`src/rtl/mm_pkg.sv`:
```
// Shared constants and types for the memory mapper: register offsets, control bits,
// page geometry and the page-table entry type.
package mm_pkg;
  localparam int CPU_BITS   = 16;
  localparam int PAGE_BITS  = 12;
  localparam int IDX_BITS   = CPU_BITS - PAGE_BITS;
  localparam int NUM_PAGES  = 1 << IDX_BITS;
  localparam int PHYS_BITS  = 24;
  localparam int ENTRY_BITS = PHYS_BITS - PAGE_BITS;

  localparam logic [1:0] MM_IDX  = 2'd0;
  localparam logic [1:0] MM_LO   = 2'd1;
  localparam logic [1:0] MM_HI   = 2'd2;
  localparam logic [1:0] MM_STAT = 2'd3;

  localparam int CTRL_EN  = 0;
  localparam int CTRL_CLR = 7;

  typedef logic [ENTRY_BITS-1:0] mm_entry_t;

  function automatic logic [7:0] status_byte(input logic [IDX_BITS-1:0] idx,
                                             input logic pending,
                                             input logic enable);
    return {idx, 2'b00, pending, enable};
  endfunction
endpackage

```
`src/rtl/mm_table.sv`:
```
// Page table: 16x12 register file, identity on reset/clear, one write port,
// two combinational read ports (bus index, translation page); writes visible next cycle.
module mm_table
  import mm_pkg::*;
(
  input  logic                clk,
  input  logic                rst_n,
  input  logic                clr_i,
  input  logic                we_i,
  input  logic [IDX_BITS-1:0] waddr_i,
  input  mm_entry_t           wdata_i,
  input  logic [IDX_BITS-1:0] bus_idx_i,
  output mm_entry_t           bus_entry_o,
  input  logic [IDX_BITS-1:0] xl_page_i,
  output mm_entry_t           xl_entry_o
);
  mm_entry_t entry_q [NUM_PAGES];

  // Clear shares the reset path so the whole table snaps back to identity in one edge.
  always_ff @(posedge clk) begin
    if (!rst_n || clr_i) begin
      for (int i = 0; i < NUM_PAGES; i++) begin
        entry_q[i] <= mm_entry_t'(i);
      end
    end else if (we_i) begin
      entry_q[waddr_i] <= wdata_i;
    end
  end

  assign bus_entry_o = entry_q[bus_idx_i];
  assign xl_entry_o  = entry_q[xl_page_i];
endmodule

```
`src/rtl/memory_mapper.sv`:
```
// Memory mapper bus responder: control/window registers, staged entry writes, 1-cycle
// registered read data, combinational address translation; no backpressure (bus is always ready).
module memory_mapper
  import mm_pkg::*;
(
  input  logic                 clk,
  input  logic                 rst_n,
  input  logic [CPU_BITS-1:0]  addr,
  input  logic [7:0]           data_in,
  input  logic                 we,
  input  logic                 mm_cs1,
  input  logic                 mm_cs2,
  output logic [7:0]           data_out,
  output logic [PHYS_BITS-1:0] phys_addr
);
  logic [IDX_BITS-1:0] index_q, index_d;
  logic [7:0]          stage_lo_q, stage_lo_d;
  logic                pending_q, pending_d;
  logic                enable_q, enable_d;
  logic [7:0]          data_out_q, data_out_d;

  logic      ctrl_wr, win_wr, rd_vld;
  logic      tbl_we, tbl_clr;
  mm_entry_t tbl_wdata, bus_entry, xl_entry;
  logic [7:0] rd_mux;

  // Control select dominates: a simultaneous window access is dropped entirely.
  assign ctrl_wr = mm_cs2 & we;
  assign win_wr  = mm_cs1 & ~mm_cs2 & we;
  assign rd_vld  = (mm_cs1 | mm_cs2) & ~we;

  assign tbl_clr   = ctrl_wr & data_in[CTRL_CLR];
  assign tbl_we    = win_wr & (addr[1:0] == MM_HI);
  assign tbl_wdata = {data_in[3:0], (pending_q ? stage_lo_q : bus_entry[7:0])};

  mm_table u_table (
    .clk         (clk),
    .rst_n       (rst_n),
    .clr_i       (tbl_clr),
    .we_i        (tbl_we),
    .waddr_i     (index_q),
    .wdata_i     (tbl_wdata),
    .bus_idx_i   (index_q),
    .bus_entry_o (bus_entry),
    .xl_page_i   (addr[CPU_BITS-1:PAGE_BITS]),
    .xl_entry_o  (xl_entry)
  );

  always_comb begin
    rd_mux = 8'h00;
    if (mm_cs2) begin
      rd_mux = {7'b0, enable_q};
    end else begin
      case (addr[1:0])
        MM_IDX:  rd_mux = {4'h0, index_q};
        MM_LO:   rd_mux = bus_entry[7:0];
        MM_HI:   rd_mux = {4'h0, bus_entry[11:8]};
        default: rd_mux = status_byte(index_q, pending_q, enable_q);
      endcase
    end
  end

  always_comb begin
    index_d    = index_q;
    stage_lo_d = stage_lo_q;
    pending_d  = pending_q;
    enable_d   = enable_q;
    data_out_d = data_out_q;
    if (ctrl_wr) begin
      enable_d = data_in[CTRL_EN];
      if (data_in[CTRL_CLR]) begin
        pending_d = 1'b0;
        index_d   = '0;
      end
    end else if (win_wr) begin
      case (addr[1:0])
        MM_IDX: begin
          index_d   = data_in[IDX_BITS-1:0];
          pending_d = 1'b0;
        end
        MM_LO: begin
          stage_lo_d = data_in;
          pending_d  = 1'b1;
        end
        MM_HI: begin
          pending_d = 1'b0;
          index_d   = index_q + 1'b1;
        end
        default: ;
      endcase
    end
    if (rd_vld) begin
      data_out_d = rd_mux;
    end
  end

  always_ff @(posedge clk) begin
    if (!rst_n) begin
      index_q    <= '0;
      stage_lo_q <= 8'h00;
      pending_q  <= 1'b0;
      enable_q   <= 1'b0;
      data_out_q <= 8'h00;
    end else begin
      index_q    <= index_d;
      stage_lo_q <= stage_lo_d;
      pending_q  <= pending_d;
      enable_q   <= enable_d;
      data_out_q <= data_out_d;
    end
  end

  assign data_out  = data_out_q;
  assign phys_addr = enable_q ? {xl_entry, addr[PAGE_BITS-1:0]}
                              : {{(PHYS_BITS-CPU_BITS){1'b0}}, addr};
endmodule
```
`config.mk`:
```
export PLATFORM = sky130hd
export DESIGN_NAME = memory_mapper
export DESIGN_NICKNAME = d
export VERILOG_FILES = /design/src/rtl/mm_pkg.sv /design/src/rtl/mm_table.sv /design/src/rtl/memory_mapper.sv
export SDC_FILE = /design/constraint.sdc
export NUM_CORES = 1
export LEC_CHECK = 0
export CAP_MARGIN = 20
export CORE_ASPECT_RATIO = 0.75
export CORE_MARGIN = 10
export CORE_UTILIZATION = 62
export DETAILED_ROUTE_END_ITERATION = 8
export PLACE_DENSITY = 0.85
export SLEW_MARGIN = 5
export SYNTH_ARGS = -nofsm -noshare
export SYNTH_HDL_FRONTEND = slang
export SYNTH_SLANG_ARGS = --single-unit
export TNS_END_PERCENT = 30
```
`constraint.sdc`:
```
create_clock -name clk -period 7.7 [get_ports clk]
set_input_delay 1.155 -clock clk [delete_from_list [all_inputs] [get_ports clk]]
set_output_delay 1.155 -clock clk [all_outputs]
set_load 0.05 [all_outputs]
```
# == Yosys cells after proc, flatten, opt, wreduce, memory -nomap -nowiden ==
# Memories as Yosys holds them, arrays and structs flattened. A register that Yosys moved wholly into a read port is not among the register bits.
# Cells that the tools add are included.
# word_totals
regBits,22
elab_cells,53
memories,1
mem_bits_rw,192
out_inout_bits,32
# op_classes
muxes,22
eq_ne,3
reduce_logical,11
bitwise_logic,10
add_sub_neg,1
# memory_table
memory,depth,width,rd,rd_ports_with_merged_regs,write_ports,line_no,source
u_table.entry_q,16,12,2,1,16,mm_table.sv:17,mm_entry_t entry_q [NUM_PAGES];
# ops
cell,n
$mux 24,1
$mux 4,6
$pmux 8 s3,1
$mux 8,2
$mux 12,1
$reduce_or 12->1,1
$mux 1,9
$reduce_and 3->1,3
$pmux 4 s2,1
$and 1x1->1,6
$reduce_bool 3->1,2
$add 4x1->4 const B,1
$not 1->1,3
$eq 2x1->1 const B,1
$eq 2x2->1 const B,1
$logic_not 2->1,1
$ne 2x2->1 const B,1
$pmux 1 s2,1
$reduce_bool 2->1,1
$reduce_or 2->1,1
$logic_not 1->1,1
$logic_or 1x1->1,1
$or 1x1->1,1

# == Depth between registers and ports, before layout ==
# depth
word_depth,9
depth_mapped,9
mapped_depth_nobuf,5

# == Cells and area by module ==
# A second synthesis with hierarchy kept.
# unflattened
hier_cells,862
area_unflattened_um2,11447.2
# modules_own_cells
module,instances,seq_area_each_um2,area_each_um2,cells_per_inst
mm_table,1,5765.5,9999.6,692
memory_mapper,1,440.4,1447.6,170

# == Worst setup path after synthesis ==
# OpenSTA, ideal clock, no wires.
# synth_path
kind,input port to output port
startpoint,input port addr[12]
endpoint,output port phys_addr[13]
arrival_time_ps,3393
required_time_ps,6545
path_slack_ps,3152
path_stages,6
cell_sequence,clkbuf_1 -> buf_2 -> buf_2 -> mux4_2 -> mux2i_1 -> o31ai_1
# synth_via
elab_chain_cells,2
# synth_rtl
element,line_no,source
"start, declared",memory_mapper.sv:8,"input logic [CPU_BITS-1:0] addr,"
$mem_v2 16x12,n/a,
$mux 24,memory_mapper.sv:114,"assign phys_addr = enable_q ? {xl_entry, addr[PAGE_BITS-1:0]}"
"end, declared",memory_mapper.sv:14,output logic [PHYS_BITS-1:0] phys_addr
# No other way between the ends.

# == Final worst setup path ==
# layout_path
startpoint,input port addr[12]
endpoint,output port phys_addr[15]
# Same word-level chain as after synthesis.

==> impl_metrics.toml <==
[placement]
gp_congestion = 0.922
numPortBuffers = 40
dp_slack_ns = 2.49
placed_cell_area_mm2 = 0.0119
dp_hpwl_um = 21000

[critical_path]
cp-start-kind = "input pin"
endpoint_kind = "primary output"
path_class = "in2out"
crit_required_ns = 6.55
cp_max_fo = 49
arrival_ns = 4.08
crit_start = "addr[12]"

[detailed_routing]
routed.top_layer = "met4"
wl_met3_um = 5630
drtAntennaViolNets = 0
wire_per_inst_um = 29.9
drt-met1-wl_um = 11400
first_pass_iters = 7
dr_wl_met2_um = 14600
routed_wl_um = 33000
num_vias = 8039
vias_per_cell = 7.26
remaining_drc_errors = 0
first_iter_violations = 1464

[sta]
hold_violations = 0
setup_slack_ns = 2.47
slew_headroom_pct = 23.4
final.setup_skew_ns = 0.0116
period_needed_ns = 5.23
fin_setup_tns_ns = 0
setup_viol = 0
worstMarginPinSlew_ns = 1.15
drv_slew = 0
period_share_pct = 68.0
rsz0062_at_grt = "no"
max_freq_ghz = 0.191

[layout]
finish.utilization_pct = 68.5
area_delta_synth_final_pct = 8.41
final_nets = 878
final_common_cell = "edfxtp_1"
final_cell_mix = "edfxtp_1 (192), mux4_2 (97), nor2_1 (97)"
fin_area_mm2 = 0.0126
drive_above_1_share_pct = 20.5

[global_routing]
grt_max_degree = 52
grt_pass1_vias = 7847
grt_pass1_wl_um = 49100
antenna_found_initial = 1
grt_usage_pct = 26.4
grt-ovfl-total = 0

[synthesis]
synthArstFlopShare_pct = 0
synthMuxAreaShare_pct = 22.8
yosysUniqueCellTypes = 58
synth_compound_area_share_pct = 3.63
ys_seq_area_share_pct = 53.9
syn_nets = 885
synth_cells = 852
synth_xor_area_share_pct = 0
synthSimpleGateAreaFrac_pct = 15.0
synthAdderAreaFrac_pct = 0.430
syn_area_mm2 = 0.0117
synth_seq_cells = 218
synth_top_family_by_area = "multiplexers"
syn-mean-instance-area_um2 = 13.7
yosys_most_used_dff = "edfxtp_1"
synth_edf_count = 192
synth_warnings = 0

[clock_tree]
cts-htree-levels = 1
cts-resized-gates = 0
post-cts-setup-buffers = 0
clk_path_buf_depth = 3
clkSlewWorstSetupHoldPaths_ns = 0.06
cts_buffers = 22
clock_latency_ns = 0.51
tritoncts = "done"
root_buffer = "clkbuf_16"
cts.sinks = 218
cts_hold_buf = 0

[power]
p_int_mw = 2.00
p_comb_share_pct = 9.7
power_density_mw_per_mm2 = 209
ir_worst_vdd_uv = 128
p_sw_uw = 638
seq_power_share_pct = 51.5
pwr-share-clk_pct = 38.8
swShare_pct = 24.2
power_leakage_nw = 4.07

[floorplanning]
initial_core_util_pct = 63.1
core_area_mm2 = 0.0185
die_h_um = 139
rows = 43
ioPinCount = 61
fp.dieW_um = 178
dieArea_mm2 = 0.0247

[job]
cap_violations = 0

[outcome]
outcome = "finished, final reports clean"

[worst_hold_path]
worstHoldPathType = "reg2reg"
hold_start = "stage_lo_q[4]$_SDFFE_PN0P_"
[state kept, by name, summed over array words and instances, names as in the netlist, named ones only]
| name | flops |
|---|---|
| index_q | 4 |
| pending_q | 1 |
| stage_lo_q | 8 |
| u_table.entry_q | 192 |
| data_out | 8 |
| enable_q | 1 |
[layout make-up]
class                   instances  area, um^2
clock inverters                12        83.8
repair buffers                 46         438
fillers                      1184        5820
flip-flops and latches        218        6290
multi-input cells             546        4880
diodes                          1        2.50
inverters                      11        41.3
clock buffers                  26         587
well taps                     247         309
[through the flow]
| stage | power (mW) | hold WS (ns) | instances |
|---|---|---|---|
| final | 2.64 | 0.498 | 1107 |
| after global routing | 2.69 | 0.527 | 1106 |
| after CTS | 2.62 | 0.498 | 1104 |
| after detailed placement | 1.63 | 0.480 | 1066 |
| after global placement | 1.62 | 0.474 | 1066 |
| after floorplan | 1.56 | 0.451 | 852 |
[path summary, 6_finish.rpt]
| kind | endpoint | slack [ns] | cells after the start |
|---|---|---|---|
| hold / removal | stage_lo_q[4]$_SDFFE_PN0P_ | 0.50 | 2 |
| setup reg to reg | u_table.entry_q[10][3]$_SDFFCE_PN1P_ | 4.28 | 5 |
| hold reg to reg | stage_lo_q[4]$_SDFFE_PN0P_ | 0.50 | 2 |
| setup / recovery | phys_addr[15] | 2.47 | 6 |
[worst max-delay path: stages]
cell and delay [ns]:
buf_4 0.73, mux4_2 0.60, mux2_2 0.29, a21oi_1 0.30, a31oi_1 0.17, clkdlybuf4s50_1 0.80
[cells by family after synthesis]
group | after synthesis
fa+ha+maj | 4
flops | 218
compound gates | 62
mux | 133
buf+inv | 88
simple gates | 347
[Yosys cell counts (14+ instances only)]
library cell / instances / area [um^2]
dfxtp_1: 26 / 521
nand2_1: 71 / 267
clkbuf_1: 28 / 105
mux2i_1: 19 / 190
and2_1: 69 / 432
nor2_1: 97 / 364
o21ai_0: 14 / 70.1
buf_4: 17 / 128
edfxtp_1: 192 / 5770
mux4_2: 97 / 2180
nor3_1: 33 / 165
buf_2: 18 / 90.1
[power by group through the flow]
stage | Combinational, mW | Sequential, mW | Clock (mW)
floorplan | 0.194 | 1.37 | 0
global placement | 0.243 | 1.38 | 0
detailed placement | 0.247 | 1.38 | 0
CTS | 0.250 | 1.36 | 1.01
global route | 0.266 | 1.36 | 1.06
finish | 0.257 | 1.36 | 1.02
[routing by layer]
layer | up-vias | global-route usage, %
met5 | - | 0
met4 | 0 | 8.90
met3 | 151 | 10.2
met2 | 760 | 39.0
met1 | 3907 | 35.2
li1 | 3221 | -
Note: power is estimated with default switching activity, not from simulation.
